==> config.mk <==
export PLATFORM = sky130hd
export DESIGN_NAME = move_scheduler_flat
export DESIGN_NICKNAME = d
export VERILOG_FILES = /design/src/rtl/game_pkg.sv /design/src/rtl/move_scheduler_if.sv /design/src/rtl/rr_arbiter2.sv /design/src/rtl/move_scheduler.sv /design/src/flat_wrapper.sv
export SDC_FILE = /design/constraint.sdc
export NUM_CORES = 1
export LEC_CHECK = 0
export ABC_AREA = 1
export BUFFER_PORTS_ARGS = -buffer_cell sky130_fd_sc_hd__buf_2
export CAP_MARGIN = 20
export CORE_ASPECT_RATIO = 1.1
export CORE_MARGIN = 10
export CORE_UTILIZATION = 53
export CTS_CLUSTER_SIZE = 25
export DETAILED_ROUTE_END_ITERATION = 6
export PLACE_DENSITY_LB_ADDON = 0.25
export SLEW_MARGIN = 30
export SYNTH_ARGS = -nofsm -noshare
export SYNTH_HDL_FRONTEND = slang
export SYNTH_HIERARCHICAL = 1
export SYNTH_SLANG_ARGS = --single-unit
==> constraint.sdc <==
create_clock -name clk -period 2.1 [get_ports clk]
set_input_delay 0.105 -clock clk [delete_from_list [all_inputs] [get_ports clk]]
set_output_delay 0.105 -clock clk [all_outputs]
set_load 0.02 [all_outputs]
==> src/rtl/game_pkg.sv <==
// -----------------------------------------------------------------------------
// game_pkg
// Shared 2048 game definitions: direction encoding, the idle command code sent
// to the board engine, and the move scheduler state type.
// No ports (package).
// -----------------------------------------------------------------------------
package game_pkg;

    typedef logic [1:0] dir_t;

    localparam dir_t       DIR_UP    = 2'd0;
    localparam dir_t       DIR_RIGHT = 2'd1;
    localparam dir_t       DIR_DOWN  = 2'd2;
    localparam dir_t       DIR_LEFT  = 2'd3;
    localparam logic [2:0] DIR_IDLE  = 3'd4;

    typedef enum logic [1:0] {
        IDLE  = 2'd0,
        ISSUE = 2'd1,
        WAIT  = 2'd2
    } move_sched_state_t;

    // Engine command code for a move pulse in direction d.
    function automatic logic [2:0] dir_to_cmd(dir_t d);
        return {1'b0, d};
    endfunction

endpackage

==> src/rtl/move_scheduler_if.sv <==
// -----------------------------------------------------------------------------
// move_scheduler_if
// Bundles the two direction requesters' valid/ready handshake and the command
// outputs towards the board engine.
//   master : requesters + engine side (drives req_valid/req_dir*)
//   slave  : move_scheduler side (drives req_ready, cmd_dir, busy, move_count)
// -----------------------------------------------------------------------------
interface move_scheduler_if;
    import game_pkg::*;

    logic [1:0]  req_valid;
    dir_t        req_dir0;
    dir_t        req_dir1;
    logic [1:0]  req_ready;
    logic [2:0]  cmd_dir;
    logic        busy;
    logic [15:0] move_count;

    modport master (
        output req_valid, req_dir0, req_dir1,
        input  req_ready, cmd_dir, busy, move_count
    );

    modport slave (
        input  req_valid, req_dir0, req_dir1,
        output req_ready, cmd_dir, busy, move_count
    );

endinterface

==> src/rtl/rr_arbiter2.sv <==
// -----------------------------------------------------------------------------
// rr_arbiter2
// Two-way round-robin arbiter. A lone request always wins; on a tie the
// requester that was not granted last wins. last_grant only moves when the
// grant is actually consumed (advance_i).
// Ports:
//   clk, rst   : clock, synchronous active-high reset (last_grant -> 1)
//   req_i[1:0] : request vector
//   advance_i  : grant consumed this cycle
//   gnt_o[1:0] : one-hot grant (00 when no request)
// -----------------------------------------------------------------------------
module rr_arbiter2 (
    input  logic       clk,
    input  logic       rst,
    input  logic [1:0] req_i,
    input  logic       advance_i,
    output logic [1:0] gnt_o
);

    logic last_q;
    logic last_d;

    always_comb begin
        gnt_o = 2'b00;
        unique case (req_i)
            2'b01:   gnt_o = 2'b01;
            2'b10:   gnt_o = 2'b10;
            2'b11:   gnt_o = last_q ? 2'b01 : 2'b10;
            default: gnt_o = 2'b00;
        endcase
    end

    always_comb begin
        last_d = last_q;
        if (advance_i) begin
            last_d = gnt_o[1];
        end
    end

    always_ff @(posedge clk) begin
        if (rst) begin
            last_q <= 1'b1;
        end else begin
            last_q <= last_d;
        end
    end

endmodule

==> src/rtl/move_scheduler.sv <==
// -----------------------------------------------------------------------------
// move_scheduler
// Shares the 2048 board engine between the pushbutton pad (requester 0) and the
// keyboard decoder (requester 1). Each accepted direction produces exactly one
// single-cycle command pulse, after which new pulses are held off for
// MOVE_CYCLES cycles while the engine runs its edit sequence.
// Optional feature macro: MOVE_SCHED_QUEUE_EN adds a one-entry pending slot so
// a request can be accepted while a move is still in flight.
// Ports:
//   clk, rst   : clock, synchronous active-high reset (aborts any move)
//   bus.slave  : req_valid/req_dir0/req_dir1 in, req_ready (combinational),
//                cmd_dir/busy/move_count out (registered)
// -----------------------------------------------------------------------------
module move_scheduler
    import game_pkg::*;
#(
    parameter int MOVE_CYCLES = 42
) (
    input  logic              clk,
    input  logic              rst,
    move_scheduler_if.slave   bus
);

    localparam int CNT_W = $clog2(MOVE_CYCLES + 1);
    localparam logic [CNT_W-1:0] CNT_LOAD = MOVE_CYCLES[CNT_W-1:0];
    localparam logic [CNT_W-1:0] CNT_ONE  = CNT_W'(1);

    move_sched_state_t state_q, state_d;
    logic [CNT_W-1:0]  cnt_q, cnt_d;
    logic [2:0]        cmd_dir_q, cmd_dir_d;
    logic              busy_q, busy_d;
    logic [15:0]       move_count_q, move_count_d;

    logic [1:0] gnt;
    logic       accept;
    logic       xfer;
    dir_t       xfer_dir;
    logic       issue;
    dir_t       issue_dir;

`ifdef MOVE_SCHED_QUEUE_EN
    logic slot_full_q, slot_full_d;
    dir_t slot_dir_q, slot_dir_d;
`endif

    rr_arbiter2 u_arb (
        .clk       (clk),
        .rst       (rst),
        .req_i     (bus.req_valid),
        .advance_i (xfer),
        .gnt_o     (gnt)
    );

    // The winner may be offered ready even with valid low; no transfer then.
    always_comb begin
        accept = 1'b0;
        if (!rst) begin
`ifdef MOVE_SCHED_QUEUE_EN
            accept = (state_q == IDLE) || !slot_full_q;
`else
            accept = (state_q == IDLE);
`endif
        end
    end

    assign bus.req_ready = accept ? gnt : 2'b00;
    assign xfer          = |(bus.req_valid & bus.req_ready);
    assign xfer_dir      = gnt[1] ? bus.req_dir1 : bus.req_dir0;

    always_comb begin
        state_d   = state_q;
        cnt_d     = cnt_q;
        issue     = 1'b0;
        issue_dir = xfer_dir;
`ifdef MOVE_SCHED_QUEUE_EN
        slot_full_d = slot_full_q;
        slot_dir_d  = slot_dir_q;
`endif
        unique case (state_q)
            IDLE: begin
                issue = xfer;
            end
            ISSUE: begin
                state_d = WAIT;
                cnt_d   = CNT_LOAD;
`ifdef MOVE_SCHED_QUEUE_EN
                if (xfer) begin
                    slot_full_d = 1'b1;
                    slot_dir_d  = xfer_dir;
                end
`endif
            end
            WAIT: begin
                if (cnt_q == CNT_ONE) begin
                    state_d = IDLE;
`ifdef MOVE_SCHED_QUEUE_EN
                    // A request accepted on the expiry cycle goes straight out
                    // instead of parking in the slot.
                    if (slot_full_q) begin
                        issue       = 1'b1;
                        issue_dir   = slot_dir_q;
                        slot_full_d = 1'b0;
                    end else begin
                        issue = xfer;
                    end
`endif
                end else begin
                    cnt_d = cnt_q - CNT_ONE;
`ifdef MOVE_SCHED_QUEUE_EN
                    if (xfer) begin
                        slot_full_d = 1'b1;
                        slot_dir_d  = xfer_dir;
                    end
`endif
                end
            end
            default: state_d = IDLE;
        endcase

        if (issue) begin
            state_d = ISSUE;
        end

        // Outputs are registered from the next state so the pulse lines up
        // with the ISSUE cycle.
        cmd_dir_d    = issue ? dir_to_cmd(issue_dir) : DIR_IDLE;
        busy_d       = (state_d != IDLE);
        move_count_d = move_count_q + {15'd0, issue};
    end

    always_ff @(posedge clk) begin
        if (rst) begin
            state_q      <= IDLE;
            cnt_q        <= '0;
            cmd_dir_q    <= DIR_IDLE;
            busy_q       <= 1'b0;
            move_count_q <= 16'd0;
        end else begin
            state_q      <= state_d;
            cnt_q        <= cnt_d;
            cmd_dir_q    <= cmd_dir_d;
            busy_q       <= busy_d;
            move_count_q <= move_count_d;
        end
    end

`ifdef MOVE_SCHED_QUEUE_EN
    always_ff @(posedge clk) begin
        if (rst) begin
            slot_full_q <= 1'b0;
        end else begin
            slot_full_q <= slot_full_d;
        end
    end

    always_ff @(posedge clk) begin
        slot_dir_q <= slot_dir_d;
    end
`endif

    assign bus.cmd_dir    = cmd_dir_q;
    assign bus.busy       = busy_q;
    assign bus.move_count = move_count_q;

endmodule

==> src/flat_wrapper.sv <==
// flat-port wrapper written by rule: the top's interface ports become plain ports
module move_scheduler_flat import game_pkg::*;
#(
    parameter int MOVE_CYCLES = 42
)
  (clk, rst, bus_req_valid, bus_req_dir0, bus_req_dir1, bus_req_ready, bus_cmd_dir, bus_busy, bus_move_count);
  move_scheduler_if bus_i ();
  input  logic clk;
  input  logic rst;
  input wire logic [$bits(bus_i.req_valid)-1:0] bus_req_valid;
  input wire logic [$bits(bus_i.req_dir0)-1:0] bus_req_dir0;
  input wire logic [$bits(bus_i.req_dir1)-1:0] bus_req_dir1;
  output wire logic [$bits(bus_i.req_ready)-1:0] bus_req_ready;
  output wire logic [$bits(bus_i.cmd_dir)-1:0] bus_cmd_dir;
  output wire logic [$bits(bus_i.busy)-1:0] bus_busy;
  output wire logic [$bits(bus_i.move_count)-1:0] bus_move_count;
  assign bus_i.req_valid = bus_req_valid;
  assign bus_i.req_dir0 = bus_req_dir0;
  assign bus_i.req_dir1 = bus_req_dir1;
  assign bus_req_ready = bus_i.req_ready;
  assign bus_cmd_dir = bus_i.cmd_dir;
  assign bus_busy = bus_i.busy;
  assign bus_move_count = bus_i.move_count;
  move_scheduler #(.MOVE_CYCLES(MOVE_CYCLES)) u_core (.clk(clk), .rst(rst), .bus(bus_i));
endmodule
==> summary.md <==
| Metric | Value |
|---|---|
| Outcome | `finished clean` |
| Routed len/inst | `12.5 µm` |
| Tightest Hold Check Type | `in2reg` |
| Num CTS Buffers | `5` |
| Post-CTS Setup Bufs | `0` |
| Synth Register Bits | `29` |
| Global-route wire length before repair | `roughly 5.5 mm` |
| Crit path kind | `reg2reg` |
| Clock Latency Late Sink | `between 300 and 400 ps` |
| Fillers | `about 230` |
| Antenna violations before repair | `0` |
| Vias in the first global route | `about 1300` |
| Hold EP | `u_core/state_q[0]` |
| Pwr dens | `637 nW/µm²` |
| Die Ht | `75.3 µm` |
| First element of the critical path | `u_core/u_arb/last_q` |
| Yosys warns | `6` |
| Starting Density | `between 50% and 60%` |
| Detail Route Antenna Nets | `0` |
| Slew @ Worst Pin | `approximately 300 ps` |
| DP HPWL | `around 2.5 mm` |
| Synthesized instance count | `roughly 200` |
| # IOs | `30` |
| Crit path time final | `around 1900 ps` |
| Unrepaired setup endpoints after global routing | `false` |
| Reg2reg start | `u_core/u_arb/last_q` |
| Mapped Area | `approximately 1500 µm²` |
| Antenna cells | `0` |
| Wirelength, routed | `between 3 and 4 mm` |
| IO Port Bufs | `29` |
| Reg-to-Reg End | `u_core/bus.move_count[6]` |
| 1st-iter DRT viols | `66` |
| Type of origin of the critical path | `flip-flop` |
| Total number of vias | `~1300` |
| Leakage | `between 0.0007 and 0.0008 µW` |
| Setup_tns | `0 ps` |
| Max cap viols | `0` |
| Vias per cell | `about 5.0` |
| Register area share after synthesis | `39.5%` |
| Max-slew violation count | `0` |
| Worst vdd ir | `439 µV` |
| Final setup viols | `0` |
| Synth Area per Inst | `between 7 and 8 µm²` |
| CTS root buf | `clkbuf_4` |
| TritonRoute pass-1 iters | `4` |
| Worst-path fanout max | `4` |
| Worst hold slack | `~39 ps` |
| GR Util All Layers | `between 10% and 20%` |
| Most used DFF post-synth | `dfxtp_1` |
| Worst hold start | `bus_req_valid[0]` |
| Total die area | `~5300 µm²` |
| Nets in the synthesized netlist | `between 200 and 250` |
| # rows | `19` |
| Number of synthesized flops with an enable pin | `0` |
| Asr flop ratio synth | `0%` |
| Ratio of cells with drive above 1 in the final layout | `30.3%` |
| Reg2reg setup slack | `between 150 and 200 ps` |
| Layout net count | `between 200 and 250` |
| Cts hold-fix bufs | `0` |
| CP arrival | `about 2100 ps` |
| PostCTS Resize Cnt | `0` |
| Worst slew margin | `79.9%` |
| Clock sink count | `29` |
| Clk_skew | `roughly 3.9 ps` |
| Reg2Reg Depth | `13` |
| CTS tree | `yes` |
| Die Wd | `around 70 µm` |
| Layout Area Growth over Synthesis | `19.1%` |
| Worst endpoint required time | `between 2000 and 2500 ps` |
| Final hold violation count | `0` |
| Most common cell after layout, fill and taps aside | `inv_1` |
| Most frequent cells in the layout | `33 x inv_1, 29 x buf_2, 29 x dfxtp_1, 26 x nand2_1, 17 x nor2_1` |
| Drt drc | `0` |
| Number of distinct library cells after synthesis | `28` |
| RePlAce Congestion | `between 0.8 and 0.9` |
| Fmax | `521 MHz` |
| Clock-pin slew on the worst setup and hold paths | `90 ps` |
| Hold Path Depth | `3` |
| Crit end category | `flip-flop` |
| CORE AREA | `2570 µm²` |
| Largest net degree at the start of global routing | `16` |
| Fin crit share | `~91%` |
| Longest Clk Path Bufs | `2` |
| Congestion Overflow GR | `0` |
| H-Tree Depth | `2` |
-- layer usage --
layer / wire [µm] / track usage, % / share of wire [%] / vias to the layer above
met2: 1680 / 23.4 / 51 / 35
li1: - / - / - / 701
met4: 92 / 6.36 / 2.8 / 0
met3: 225 / 5.39 / 6.8 / 10
met1: 1320 / 11.9 / 40 / 589
met5: 0 / 0 / 0 / -
-- logic make-up after synthesis --
logic type | count (synthesis) | synth area share [%]
xor gates and xnor gates | 1 | 0.595
and+or+nand+nor | 91 | 34.2
adders and majority gates | 4 | 3.40
muxes | 2 | 1.36
buffers and inverters | 39 | 10.0
AOI/OAI and AO/OA | 31 | 11.0
DFF | 29 | 39.5
-- power by group --
part	total [µW]	internal [µW]	switching, µW
clock network	343	158	185
registers	595	576	19.0
logic	179	66.4	112
total	1120	800	317
-- stage by stage --
step           cells  instance area [µm²]  util (%)  power, µW  setup slack [ps]
2_1_floorplan    197                 1470         -        733              27.9
5_1_grt          265                 1750      68.3       1170              56.5
3_5_place_dp     258                 1670      64.9        783               146
4_1_cts          265                 1720      67.1       1130               127
3_3_place_gp     258                 1670      64.9        779               227
6_report         265                 1750      68.3       1120               181
-- flip-flops by register name, summed over array words and instances (netlist names) --
signal / count
u_core/bus.move_count: 16
u_core/state_q: 2
u_core/bus.busy: 1
u_core/bus.cmd_dir: 3
u_core/u_arb/last_q: 1
u_core/cnt_q: 6
-- cell type report --
class	instances	area [µm²]	share of cell area, %
Sequential cell	29	581	33.1
Clock buffer	7	55.1	3.14
Tap cell	31	38.8	2.21
Multi-Input combinational cell	129	774	44.2
Timing Repair Buffer	31	160	9.14
Inverter	38	144	8.21
-- worst max-delay path by stage --
stage / end / slack [ps] / depth (start not counted)
finish: u_core/bus.move_count[6] / 180 / 13
global route: u_core/bus.move_count[14] / 60 / 13
CTS: u_core/bus.move_count[14] / 130 / 13
detailed placement: u_core/bus.move_count[10] / 150 / 13
global placement: u_core/bus.move_count[10] / 230 / 13
floorplan: u_core/bus.move_count[14] / 30 / 13
-- cells in the mapped netlist, types with 3 or more instances --
master,instances,share of area (%)
a21oi_1,17,5.8
dfxtp_1,29,39
ha_1,4,3.4
inv_1,33,8.4
inv_2,3,0.77
nand2_1,26,6.6
nand2_2,8,3.4
nand3_1,12,4.1
nand3_2,3,2.0
nand4_1,6,2.6
nor2_1,17,4.3
nor2_2,7,3.0
nor3_2,3,2.0
o21ai_0,10,3.4
-- critical path, stage by stage (launching register included) --
cell	delay [ps]
dfxtp_1	330
nand2_1	70
and2_1	140
inv_1	50
nor2_2	120
nand2_2	80
nand2_2	80
ha_2	210
ha_4	160
nand3_4	100
nor2_4	170
inv_1	80
o21ai_0	170
nor2_1	50
(Power assumes the default switching activity.)
